`config.mk`:
```
export PLATFORM = sky130hd
export DESIGN_NAME = wramp_alu_mc
export DESIGN_NICKNAME = d
export VERILOG_FILES = /design/src/rtl/wramp_alu_mc.sv
export SDC_FILE = /design/constraint.sdc
export NUM_CORES = 1
export LEC_CHECK = 0
export CAP_MARGIN = 0
export CORE_ASPECT_RATIO = 1.4
export CORE_MARGIN = 3
export CORE_UTILIZATION = 54
export CTS_BUF_LIST = sky130_fd_sc_hd__clkbuf_8 sky130_fd_sc_hd__clkbuf_16
export DETAILED_ROUTE_END_ITERATION = 16
export PLACE_DENSITY = 0.75
export SLEW_MARGIN = 25
export SYNTH_ARGS = -nofsm -noshare
export SYNTH_HDL_FRONTEND = slang
export SYNTH_SLANG_ARGS = --single-unit
export TNS_END_PERCENT = 5
```
`constraint.sdc`:
```
create_clock -name clk -period 4.81 [get_ports clk]
set_clock_uncertainty 0.2 [all_clocks]
set_input_delay 0.481 -clock clk [delete_from_list [all_inputs] [get_ports clk]]
set_output_delay 0.481 -clock clk [all_outputs]
set_load 0.01 [all_outputs]
```
`src/rtl/wramp_alu_mc.sv`:
```
// Multi-cycle WRAMP ALU: single-cycle logic ops, iterative unsigned multiply/divide.
// Define WRAMP_ALU_DIV_EN to build the restoring divider (func 7 divu, func 9 remu).
module wramp_alu_mc #(
    parameter int unsigned WIDTH = 32
) (
    input  logic             clk,
    input  logic             rst,
    input  logic             start,
    input  logic [3:0]       func,
    input  logic [WIDTH-1:0] a,
    input  logic [WIDTH-1:0] b,
    output logic [WIDTH-1:0] out,
    output logic             done,
    output logic             busy,
    output logic             div_zero
);

    localparam int unsigned CntW = $clog2(WIDTH + 1);

    localparam logic [3:0] FuncAdd  = 4'd0;
    localparam logic [3:0] FuncSub  = 4'd2;
    localparam logic [3:0] FuncMulu = 4'd5;
    localparam logic [3:0] FuncAnd  = 4'd11;
    localparam logic [3:0] FuncOr   = 4'd13;
    localparam logic [3:0] FuncLhi  = 4'd14;
    localparam logic [3:0] FuncXor  = 4'd15;
`ifdef WRAMP_ALU_DIV_EN
    localparam logic [3:0] FuncDivu = 4'd7;
    localparam logic [3:0] FuncRemu = 4'd9;
`endif

    typedef enum logic [1:0] {StIdle, StMul, StDiv, StFin} state_e;

    state_e                 state_q, state_d;
    logic [WIDTH-1:0]       out_q, out_d;
    logic                   div_zero_q, div_zero_d;
    logic [2*WIDTH-1:0]     prod_q, prod_d;
    logic [2*WIDTH-1:0]     mcand_q, mcand_d;
    // Holds the multiplier in MUL and the (unshifted) divisor in DIV.
    logic [WIDTH-1:0]       mplier_q, mplier_d;
    logic [CntW-1:0]        cnt_q, cnt_d;
`ifdef WRAMP_ALU_DIV_EN
    logic [WIDTH-1:0]       rem_q, rem_d;
    logic [WIDTH-1:0]       quo_q, quo_d;
    logic                   rem_sel_q, rem_sel_d;
    logic [WIDTH:0]         rem_sh;
    logic [WIDTH:0]         rem_diff;
    logic                   rem_ge;
`endif

    always_comb begin
        state_d    = state_q;
        out_d      = out_q;
        div_zero_d = div_zero_q;
        prod_d     = prod_q;
        mcand_d    = mcand_q;
        mplier_d   = mplier_q;
        cnt_d      = cnt_q;
`ifdef WRAMP_ALU_DIV_EN
        rem_d      = rem_q;
        quo_d      = quo_q;
        rem_sel_d  = rem_sel_q;
        rem_sh     = {rem_q, quo_q[WIDTH-1]};
        // MSB of the difference is clear exactly when the shifted remainder >= divisor.
        rem_diff   = rem_sh - {1'b0, mplier_q};
        rem_ge     = ~rem_diff[WIDTH];
`endif

        case (state_q)
            StIdle: begin
                if (start) begin
                    div_zero_d = 1'b0;
                    state_d    = StFin;
                    case (func)
                        FuncAdd: out_d = a + b;
                        FuncSub: out_d = a - b;
                        FuncAnd: out_d = a & b;
                        FuncOr:  out_d = a | b;
                        FuncXor: out_d = a ^ b;
                        FuncLhi: out_d = b << (WIDTH / 2);
                        FuncMulu: begin
                            state_d  = StMul;
                            prod_d   = '0;
                            mcand_d  = {{WIDTH{1'b0}}, a};
                            mplier_d = b;
                            cnt_d    = CntW'(WIDTH);
                        end
`ifdef WRAMP_ALU_DIV_EN
                        FuncDivu, FuncRemu: begin
                            if (b == '0) begin
                                out_d      = (func == FuncDivu) ? '1 : a;
                                div_zero_d = 1'b1;
                            end else begin
                                state_d   = StDiv;
                                rem_d     = '0;
                                quo_d     = a;
                                mplier_d  = b;
                                rem_sel_d = (func == FuncRemu);
                                cnt_d     = CntW'(WIDTH);
                            end
                        end
`endif
                        default: out_d = '0;
                    endcase
                end
            end

            StMul: begin
                prod_d   = mplier_q[0] ? (prod_q + mcand_q) : prod_q;
                mcand_d  = mcand_q << 1;
                mplier_d = mplier_q >> 1;
                cnt_d    = cnt_q - CntW'(1);
                if (cnt_q == CntW'(1)) begin
                    state_d = StFin;
                    out_d   = prod_d[WIDTH-1:0];
                end
            end

`ifdef WRAMP_ALU_DIV_EN
            StDiv: begin
                rem_d = rem_ge ? rem_diff[WIDTH-1:0] : rem_sh[WIDTH-1:0];
                quo_d = {quo_q[WIDTH-2:0], rem_ge};
                cnt_d = cnt_q - CntW'(1);
                if (cnt_q == CntW'(1)) begin
                    state_d = StFin;
                    out_d   = rem_sel_q ? rem_d : quo_d;
                end
            end
`endif

            StFin:   state_d = StIdle;
            default: state_d = StIdle;
        endcase
    end

    always_ff @(posedge clk) begin
        if (rst) begin
            state_q    <= StIdle;
            out_q      <= '0;
            div_zero_q <= 1'b0;
            prod_q     <= '0;
            mcand_q    <= '0;
            mplier_q   <= '0;
            cnt_q      <= '0;
`ifdef WRAMP_ALU_DIV_EN
            rem_q      <= '0;
            quo_q      <= '0;
            rem_sel_q  <= 1'b0;
`endif
        end else begin
            state_q    <= state_d;
            out_q      <= out_d;
            div_zero_q <= div_zero_d;
            prod_q     <= prod_d;
            mcand_q    <= mcand_d;
            mplier_q   <= mplier_d;
            cnt_q      <= cnt_d;
`ifdef WRAMP_ALU_DIV_EN
            rem_q      <= rem_d;
            quo_q      <= quo_d;
            rem_sel_q  <= rem_sel_d;
`endif
        end
    end

    assign out      = out_q;
    assign div_zero = div_zero_q;
    assign done     = (state_q == StFin);
    assign busy     = (state_q != StIdle);

endmodule

```
## Yosys cells after proc, flatten, opt, wreduce, memory -nomap -nowiden

Index checks and enable logic that the tools add are counted.
Widths: inputs -> output; s select.

- Equal/unequal tests: 14
- Reductions and logical operators: 8
- $add $sub $neg: 4
- Muxes and demuxes: 21
- Bitwise operators: 3

Operators by type and width:

| kind | number |
|---|---|
| $mux 64 | 5 |
| $pmux 64 s2 | 2 |
| $pmux 32 s7 | 1 |
| $mux 32 | 4 |
| $pmux 32 s2 | 2 |
| $add 64x64->64 | 1 |
| $add 32x32->32 | 1 |
| $and 32x32->32 | 1 |
| $or 32x32->32 | 1 |
| $sub 32x32->32 | 1 |
| $xor 32x32->32 | 1 |
| $eq 4x4->1 const B | 4 |
| $mux 6 | 2 |
| $pmux 6 s2 | 1 |
| $ne 2x2->1 const B | 4 |
| $reduce_and 4->1 | 2 |
| $eq 6x1->1 const B | 1 |
| $mux 2 | 3 |
| $sub 6x1->6 const B | 1 |
| $eq 4x2->1 const B | 1 |
| $eq 4x3->1 const B | 1 |
| $logic_not 4->1 | 1 |
| $pmux 2 s2 | 1 |
| $reduce_bool 2->1 | 2 |
| 6 further kinds | 6 |

- Register bits after elaboration: 200
- Input bits: 71

## Longest topological paths before layout

Gate-level depths: netlist of run 1.

- Depth after elaboration: 4
- Depth in mapped cells: 19

## Least setup slack after synthesis of run 1

Ideal clock, no wire load.

- Path kind: in2reg
- From: input b[6]
- To: register out_q[24], in the netlist out[24]
- Arrival time: 4339 ps
- Library setup time: 86 ps
- Data required time: 4524 ps
- Path slack: 185 ps
- Stages on the path: 16
- Cells stage by stage: or4_4 -> or3_4 -> or3_1 -> o21ai_0 -> xnor2_1 -> ha_1 -> clkbuf_1 -> a21o_1 -> a221o_1 -> a211oi_1 -> o31a_1 -> nor2b_1 -> a211o_1 -> xor2_1 -> a21oi_1 -> a211oi_1

- Word-level cells in the longest chain between the ends: 4

Ends and longest elaborated chain:

| what | line | RTL |
|---|---|---|
| from (decl) | 11 | `input logic [WIDTH-1:0] b,` |
| $sub 32x32->32 or $add 32x32->32 (tied branches) | 76, 75 |  |
| $pmux 32 s7 (*) | 74 | `case (func)` |
| $mux 32 (*) | 71 | `if (start) begin` |
| $pmux 32 s2 (*) | 69 | `case (state_q)` |
| to (signal assigned) | 152 | `out_q <= out_d;` |
| to (decl) | 35 | `logic [WIDTH-1:0] out_q, out_d;` |

Every way passes the cells marked *; elsewhere a longest branch is shown, timed or not. The select of a mux whose other input is x is not followed.
A chain may end at the register's enable or synchronous reset.

## Final worst setup path of run 1

Same ends and word-level chain as after synthesis.

==> results of run 1 <==
-- power breakdown --
part	switching, mW	internal, mW	leakage (nW)
logic	0.713	0.537	4.59
registers	0.0778	1.22	1.11
clock network	0.529	0.907	0.305
total	1.32	2.67	6.01
-- through the flow --
stage	setup slack [ns]	TNS [ns]	util	power [mW]
5_1_grt	-0.00761	-0.00761	0.682	4.17
3_3_place_gp	-0.321	-2.40	0.649	2.52
6_report	0.178	0	0.682	3.99
4_1_cts	0.0860	0	0.681	3.96
3_5_place_dp	-0.347	-3.01	0.650	2.54
2_1_floorplan	0.185	0	-	2.03
-- sequential cells by signal, summed over array words and instances (netlist names) --
signal    count
prod_q       32
mplier_q     32
state_q       2
mcand_q      32
cnt_q         6
out          32
-- repair_timing --
action,CTS,global route
hold buffers,0,0
endpoints found under the hold margin,0,0
setup endpoints to repair,0,8
gates resized for setup,0,12
-- cell type report --
class                   instances  area share
repair buffers                225       0.141
well taps                     256      0.0227
inverters                      78      0.0208
flip-flops and latches        136       0.193
clock inverters                11      0.0121
multi-input cells            1248       0.577
clock buffers                  20      0.0331
-- layout by cell type, fill, tap and decap left out, types with 6 or more instances in the layout --
cell	Yosys	layout
nand2_1	233	233
nor2_1	171	168
a21oi_1	147	145
dfxtp_1	136	136
ha_1	129	129
buf_4	1	119
o21ai_0	111	108
clkdlybuf4s50_1	0	103
inv_1	78	78
a311oi_1	65	65
xnor2_1	60	60
a221oi_1	26	26
xor2_1	24	24
a21o_1	24	24
nor3_1	20	20
nand3_1	19	19
a211oi_1	20	17
clkbuf_16	0	17
a31oi_1	15	15
nor2b_1	15	14
a22oi_1	14	14
mux2i_1	10	10
nand2b_1	11	10
o21ai_1	6	9
nand4_1	9	9
and3_1	8	8
a221o_1	8	8
or3_1	7	7
nor4_1	6	6
o21bai_1	6	6
-- routing by layer --
| layer | share of wire | track usage | wire (µm) |
|---|---|---|---|
| met1 | 0.42 | 0.464 | 17300 |
| met2 | 0.47 | 0.574 | 19100 |
| met3 | 0.067 | 0.0509 | 2720 |
| met4 | 0.040 | 0.143 | 1640 |
| met5 | 0 | 0 | 0 |
-- worst max-delay path by stage --
stage	slack [ns]	from	end	depth (start not counted)
finish	0.18	b[6]	out[24]	17
global route	-0.008	b[6]	out[24]	17
CTS	0.09	b[6]	out[31]	16
detailed placement	-0.35	b[6]	out[31]	16
global placement	-0.32	b[6]	out[31]	16
floorplan	0.19	b[6]	out[24]	16
-- critical path: stages --
cell and delay, ns:
clkdlybuf4s50_1 0.43, or4_4 0.55, or3_4 0.37, or3_1 0.39
o21ai_1 0.16, xnor2_1 0.15, ha_1 0.33, a21o_1 0.20
a221o_1 0.31, a211oi_2 0.24, buf_4 0.15, o31a_1 0.17
nor2b_1 0.08, a211o_1 0.31, xor2_1 0.14, a21oi_1 0.08
a211oi_1 0.21
-- kinds of logic (layout without fill, tap and decap cells) --
logic type      Yosys count  in the layout
simple gates            523            523
compound gates          494            494
buf+inv                 175            334
flops                   136            136
fa+ha+maj               132            132
xor+xnor                 85             85
mux                      13             13
other cells               1              1
==> impl_metrics.ini, run 1 <==
[sta]
worst_pin_slew_ns = 0.864
clock.fmax_mhz = 216
rsz0062_at_grt = true
holdWs_ns = 0.276
min_period_ns = 4.63
slew_headroom = 0.424
slew_viol_final = 0
fin_crit_sh = 0.963
setup_viol = 0
hold_viol = 0

[clocking]
clkTransAtPathRegs_ns = 0.06
cts_setup_buffers = 0
clkSinkCount = 136
clockRootBuffer = clkbuf_16
numCtsBuffers = 17
clock_path_buffers = 2
cts_tree = built
clock_latency_ns = 0.43
htreeDepth = 4

[power_and_ir_drop]
peakVddDrop_v = 0.000258
p_leak_nw = 6.01
power_density_mw_per_mm2 = 283

[synthesis]
synth_area_mm2 = 0.0114
synth_cells = 1559
synthDistinctLibCells = 66
synth_compound_area_frac = 0.281
synth-simple-area-share = 0.199
synth_top_family_by_area = compound AO/OA/AOI/OAI gates
ys.warnings.count = 0
seq_area_frac_synth = 0.238
yosysTopAreaCellShare = 0.238
synth_area_leader_cell = dfxtp_1
syn_nets = 1761
synthArstFlopShare = 0
avgSynthCellArea_um2 = 7.33
synthFlopType = dfxtp_1
synth.most_common_cell = nand2_1
synth.ff_latch_count = 136
synth-edff-count = 0
netlist_top_cells_area = dfxtp_1, ha_1, nand2_1
synthTopCellsByCount = nand2_1, nor2_1, a21oi_1
synthAdderAreaFrac = 0.146
muxShareOfSynthArea = 0.0117
synthXorXnorAreaFrac = 0.0658

[final_layout]
area.sequential_mm2 = 0.00272
stdcell_area_mm2 = 0.0141
nets = 1908
fin_cells = 1974
drive_gt1_frac = 0.108
multiInputGateArea_mm2 = 0.00813
syn_to_final_growth_pct = 23.2
num_antenna_cells = 0
num-fill-cells = 1807

[detailed_routing]
wirelength_um = 40800
vias = 12400
viasPerCell = 6.26
drt-pass1-iter-count = 5
first_iter_violations = 1211
avgRoutedWirePerCell_um = 20.7
final_antenna_net_count = 0
drc_errors = 0

[critical_path]
r2r_start = prod_q[0]
reg2regPathDepth = 12
cp.required_ns = 4.95
r2r_slack_ns = 1.17
critPathLaunchType = input pin
worstPathMaxFanout = 6
cp.arrival_ns = 4.77
path_class = in2reg
crit_path_end_kind = register
r2r-end = prod_q[14]

[grt]
grt-ovfl-total = 0
groute.usage.overall = 0.352
grt_first_pass_wirelength_um = 63500
grt_max_degree = 73
antenna_found_initial = 0
first_global_vias = 11700

[status]
outcome = completed

[worst_hold_path]
min_from = prod_q[18]
hold_path_depth = 2
hold_end = prod_q[18]
hold_class = reg2reg

[floorplan]
core-area_mm2 = 0.0206
dieHeight_um = 178
die_area_mm2 = 0.0230
rows = 62
io_pins = 106
die_x_um = 129
initial_core_util = 0.554

[flow_run]
cap_violations = 0

[placed_design]
placed_cell_area_mm2 = 0.0134
place_congestion = 1.01
portBuffers = 104
dpl.cell_count = 1943
place_hpwl_um = 31300
Power figures use the tool's default switching activity.
==> run 2: changes to the inputs <==
--- a/config.mk
+++ b/config.mk
@@ -10,8 +10,9 @@
 export CORE_MARGIN = 3
 export CORE_UTILIZATION = 54
 export CTS_BUF_LIST = sky130_fd_sc_hd__clkbuf_8 sky130_fd_sc_hd__clkbuf_16
+export CTS_CLUSTER_DIAMETER = 120
 export DETAILED_ROUTE_END_ITERATION = 16
-export PLACE_DENSITY = 0.75
+export PLACE_DENSITY = 0.83
 export SLEW_MARGIN = 25
 export SYNTH_ARGS = -nofsm -noshare
 export SYNTH_HDL_FRONTEND = slang
==> run 2 against run 1 <==
  * Non-clock buffer count is 7 higher
  * Critical path depth stayed put
  * Maximum frequency is 0.90% lower
  * Register-to-register slack hardly changed
  * Count of clock-buffer cells in the layout is 2 lower
  * Combinational power hardly changed
  * Setup slack worse by 0.042 ns
  * Sequential share of layout area is 0.068 points lower
  * Flip-flop and latch count stayed put
==> impl_metrics.ini, run 2 (synthesis gave the netlist of run 1 again) <==
[sta]
setup_viol = 0
fin_ws_ns = 0.136
holdWs_ns = 0.279
rsz0062_at_grt = true
fin_crit_sh = 0.972
slew_viol_final = 0
min_period_ns = 4.67
hold_viol = 0
setup_tns_ns = 0
clock.fmax_mhz = 214
slew_headroom = 0.277
worst_pin_slew_ns = 1.08

[floorplan]
io_pins = 106
initial_core_util = 0.554
die_x_um = 129
rows = 62
die_area_mm2 = 0.0230
dieHeight_um = 178
core-area_mm2 = 0.0206

[clocking]
holdBufCountCts = 0
clkTransAtPathRegs_ns = 0.06
clkSinkCount = 136
clock_latency_ns = 0.43
numCtsBuffers = 17
cts_tree = built
htreeDepth = 4
cts_setup_buffers = 0
clock_path_buffers = 2
clockRootBuffer = clkbuf_16
cts_resized = 0

[grt]
grt-ovfl-total = 0
grt_first_pass_wirelength_um = 64000
groute.usage.overall = 0.354
antenna_found_initial = 0
first_global_vias = 11900
grt_max_degree = 64

[detailed_routing]
drt-pass1-iter-count = 6
drc_errors = 0
vias = 12600
first_iter_violations = 1620
final_antenna_net_count = 0
avgRoutedWirePerCell_um = 20.7
viasPerCell = 6.37
wirelength_um = 41000

[power_and_ir_drop]
power.switching_mw = 1.37
peakVddDrop_v = 0.000260
p_clk_frac = 0.347
p_leak_nw = 6.04
seq_power_share = 0.331
p_sw_frac = 0.349
power_density_mw_per_mm2 = 278
internal-power_mw = 2.56
power_mw = 3.93
comb_power_share = 0.322

[final_layout]
layout_commonest_cell = nand2_1
final_cell_mix = nand2_1, nor2_1, a21oi_1, dfxtp_1, ha_1
num-fill-cells = 1750
fin_cells = 1982
stdcell_area_mm2 = 0.0141
multiInputGateArea_mm2 = 0.00816
finish.utilization = 0.685
drive_gt1_frac = 0.115
syn_to_final_growth_pct = 23.7
num_antenna_cells = 0
area.sequential_mm2 = 0.00272
nets = 1915

[critical_path]
critPathLaunchType = input pin
worstPathMaxFanout = 6
cp.arrival_ns = 4.82
slowest_stage = or4_4
path_cells = clkdlybuf4s50_1 > or4_4 > or3_4 > or3_1 > o21ai_2 > xnor2_1 > ha_2 > a21o_1 > a221o_1 > a211oi_2 > buf_4 > o31a_1 > nor2b_1 > a211o_1 > xor2_1 > a21oi_1 > a211oi_1
cp_num_buf_inv = 2
worst-path-stages = 17
crit_path_max_incr_delay_ns = 0.54
reg2regPathDepth = 12
crit_path_end_kind = register
path_class = in2reg
cp.required_ns = 4.95
crit_family = compound AO/OA/AOI/OAI gates

[placed_design]
dpl.cell_count = 1949
place_hpwl_um = 30800
pre_cts_slack_ns = -0.285
place_congestion = 1.02
portBuffers = 104
placed_cell_area_mm2 = 0.0134

[worst_hold_path]
hold_class = reg2reg
hold_path_depth = 2

[status]
outcome = completed

[flow_run]
cap_violations = 0
run 2: power by group through the flow:
| stage | clock network [mW] | logic, mW | registers (mW) |
|---|---|---|---|
| 6_report | 1.36 | 1.27 | 1.30 |
| 5_1_grt | 1.42 | 1.38 | 1.31 |
| 4_1_cts | 1.37 | 1.23 | 1.30 |
| 3_5_place_dp | 0 | 1.22 | 1.32 |
| 3_3_place_gp | 0 | 1.20 | 1.32 |
| 2_1_floorplan | 0 | 0.721 | 1.31 |
run 2: path summary, 6_finish.rpt:
kind	from	to	slack, ns
hold / removal	prod_q[21]	prod_q[21]	0.28
hold reg to reg	prod_q[21]	prod_q[21]	0.28
setup reg to reg	mcand_q[0]	out[28]	1.18
setup / recovery	b[6]	out[24]	0.14
run 2: worst register-to-register path, cell delays in order, from the launching register on:
cell      delay [ns]
dfxtp_1         0.34
ha_1            0.22
fa_1            0.45
a211oi_1        0.36
o21ai_0         0.24
nand3_1         0.16
a21oi_1         0.12
nor2_1          0.30
o221ai_1        0.23
xor2_1          0.19
a22oi_1         0.36
o21ai_1         0.13
o221a_2         0.24
run 2: cell type report:
class	instances	area share
clock inverter	14	0.0115
clock buffer	18	0.0311
tap	256	0.0227
timing repair buffer	232	0.144
multi-input combinational	1248	0.577
inverter	78	0.0207
sequential	136	0.193
run 2: per-layer routing:
layer  vias to the layer above  part of all wire  GRT usage
li1                       5904                 -          -
met1                      5970              0.41      0.473
met2                       629              0.46      0.567
met3                       119             0.077     0.0479
met4                         0             0.046      0.155
met5                         -                 0          0
==> patch (flow settings as in run 2) <==
Put a register stage on the outputs `done` and `busy`, without a reset. The values now appear one clock later. The other outputs are not delayed to match.
--- a/src/rtl/wramp_alu_mc.sv
+++ b/src/rtl/wramp_alu_mc.sv
@@ -165,8 +165,10 @@
 
     assign out      = out_q;
     assign div_zero = div_zero_q;
-    assign done     = (state_q == StFin);
-    assign busy     = (state_q != StIdle);
+    always_ff @(posedge clk) begin
+        done <= (state_q == StFin);
+        busy <= (state_q != StIdle);
+    end
 
 endmodule
 
Behaviour: not the same (Yosys sat finds a counterexample within 4 cycles, from zero or initial values and one cycle with rst high).
==> patch against run 2 <==
Worst setup slack better by 0.011 ns; power down 1.5%; design area down 0.95%; sequential cell count up 2; wire length down 1.6%; synthesized area up 0.35%; via count down 0.75%; first-iteration DRC count down 27%; largest power group is now registers; highest routed layer unchanged.
==> patch: results <==
metrics = {
    "timing": {
        "worst_slew_pin_slew_ns": 0.882,
    },
    "grt": {
        "grt_max_degree": 62,
        "grt_pass1_wl_um": 63400,
        "grt_pass1_vias": 12000,
        "grt.total_usage_pct": 34.8,
    },
    "power_and_ir_drop": {
        "p_leak_uw": 0.00597,
        "vdd_ir_drop_max_uv": 263,
    },
    "min_path": {
        "holdCritStartpoint": "rst",
        "hold_class": "input port to flop",
    },
    "placement": {
        "dp_cells": 1939,
        "port-buffer-count": 104,
        "dp_hpwl_um": 30600,
        "routabilityCongestion": 1.02,
        "place_area_um2": 13400,
        "post-place-ws_ns": -0.343,
    },
    "critical_path": {
        "setup.worst_path.start": "b[6]",
        "cp_slowest_cell": "or4_4",
        "cp.arrival_ns": 4.79,
        "reg2reg_from": "prod_q[0]",
        "crit_family": "simple AND/OR/NAND/NOR gates",
    },
    "logic_synthesis": {
        "ys_seq_area_share_pct": 24.1,
        "synth_area_leaders": "dfxtp_1, ha_1, nand2_1",
        "synthXorXnorAreaFrac_pct": 6.56,
        "synthAdderAreaFrac_pct": 14.5,
        "ys_types": 66,
        "synth-compound-area-share_pct": 28.0,
        "ys_top_cells_by_count": "nand2_1, nor2_1, a21oi_1, dfxtp_1, ha_1",
        "async_flop_share_pct": 0,
        "avgSynthCellArea_um2": 7.35,
        "synth_nets": 1763,
        "synth_mux_area_share_pct": 1.17,
    },
    "route": {
        "drt-initial-drc-count": 1182,
        "wl_per_cell_um": 20.4,
        "drt_pre_antenna_iters": 6,
        "vias_per_cell": 6.35,
    },
    "final_layout": {
        "drive_gt1_share_pct": 10.5,
        "instances_no_fill": 1973,
    },
    "clock_network": {
        "root_buffer": "clkbuf_16",
        "clk_pin_slew_worst_paths_ns": 0.07,
        "numCtsBuffers": 17,
    },
    "status": {
        "status": "finished, final reports clean",
    },
}
## patch: layer usage
layer  global-route usage (%)  vias to the layer above  routed length [um]
met5                        0                        -                   0
met4                     20.0                        0                2460
met3                     5.00                      138                3070
met2                     55.9                      633               18600
met1                     44.2                     5864               16200
li1                         -                     5892                   -
## patch: kinds of logic (layout without fill, tap and decap cells)
kind of cell	Yosys count	after routing
AO/OA/AOI/OAI	494	494
XOR/XNOR	85	85
adder cells (fa/ha/maj)	132	132
buffers and inverters	175	331
flip-flops	138	138
multiplexers	13	13
other	1	1
AND/OR/NAND/NOR	523	523
## patch: worst register-to-register path, cell delays in order (launching register included)
cell and delay, ns:
dfxtp_1 0.32, ha_1 0.23, fa_1 0.44, a211oi_1 0.34, o21ai_0 0.22, nand3_1 0.15, a21oi_1 0.11, nor2_1 0.30
o221ai_1 0.23, xor2_1 0.19, a22oi_1 0.37, o21ai_1 0.13, o221a_2 0.24
## patch: through the flow
step	TNS (ns)	power (uW)	util [%]
final	0	3870	67.6
after global routing	-0.0530	4040	67.6
after CTS	0	3840	67.3
after detailed placement	-2.91	2540	64.6
after global placement	-1.68	2510	64.6
after floorplan	0	2050	-
## patch: where the power goes
part | internal [uW] | leakage, uW | switching, uW
sequential | 1240 | 0.00113 | 79.1
clock | 761 | 0.000265 | 550
combinational | 531 | 0.00457 | 711
## patch: what timing repair did
action	4_1_cts	5_1_grt
buffers inserted	0	2
setup endpoints to repair	0	8
resized for setup	0	10
## patch: worst paths after layout
| check | cells after the start | endpoint | slack [ns] |
|---|---|---|---|
| worst max register to register | 12 | out[28] | 1.22 |
| worst min register to register | 2 | prod_q[27] | 0.28 |
| worst min-delay path | 2 | out[17] | 0.26 |
| worst max-delay path | 18 | out[22] | 0.15 |
## patch: layout make-up
class	instances	area [um2]
Tap cell	256	320
Timing Repair Buffer	221	1930
Multi-Input combinational cell	1248	8120
Fill cell	1742	6710
Sequential cell	138	2760
Clock buffer	17	425
Inverter	78	293
Clock inverter	15	153
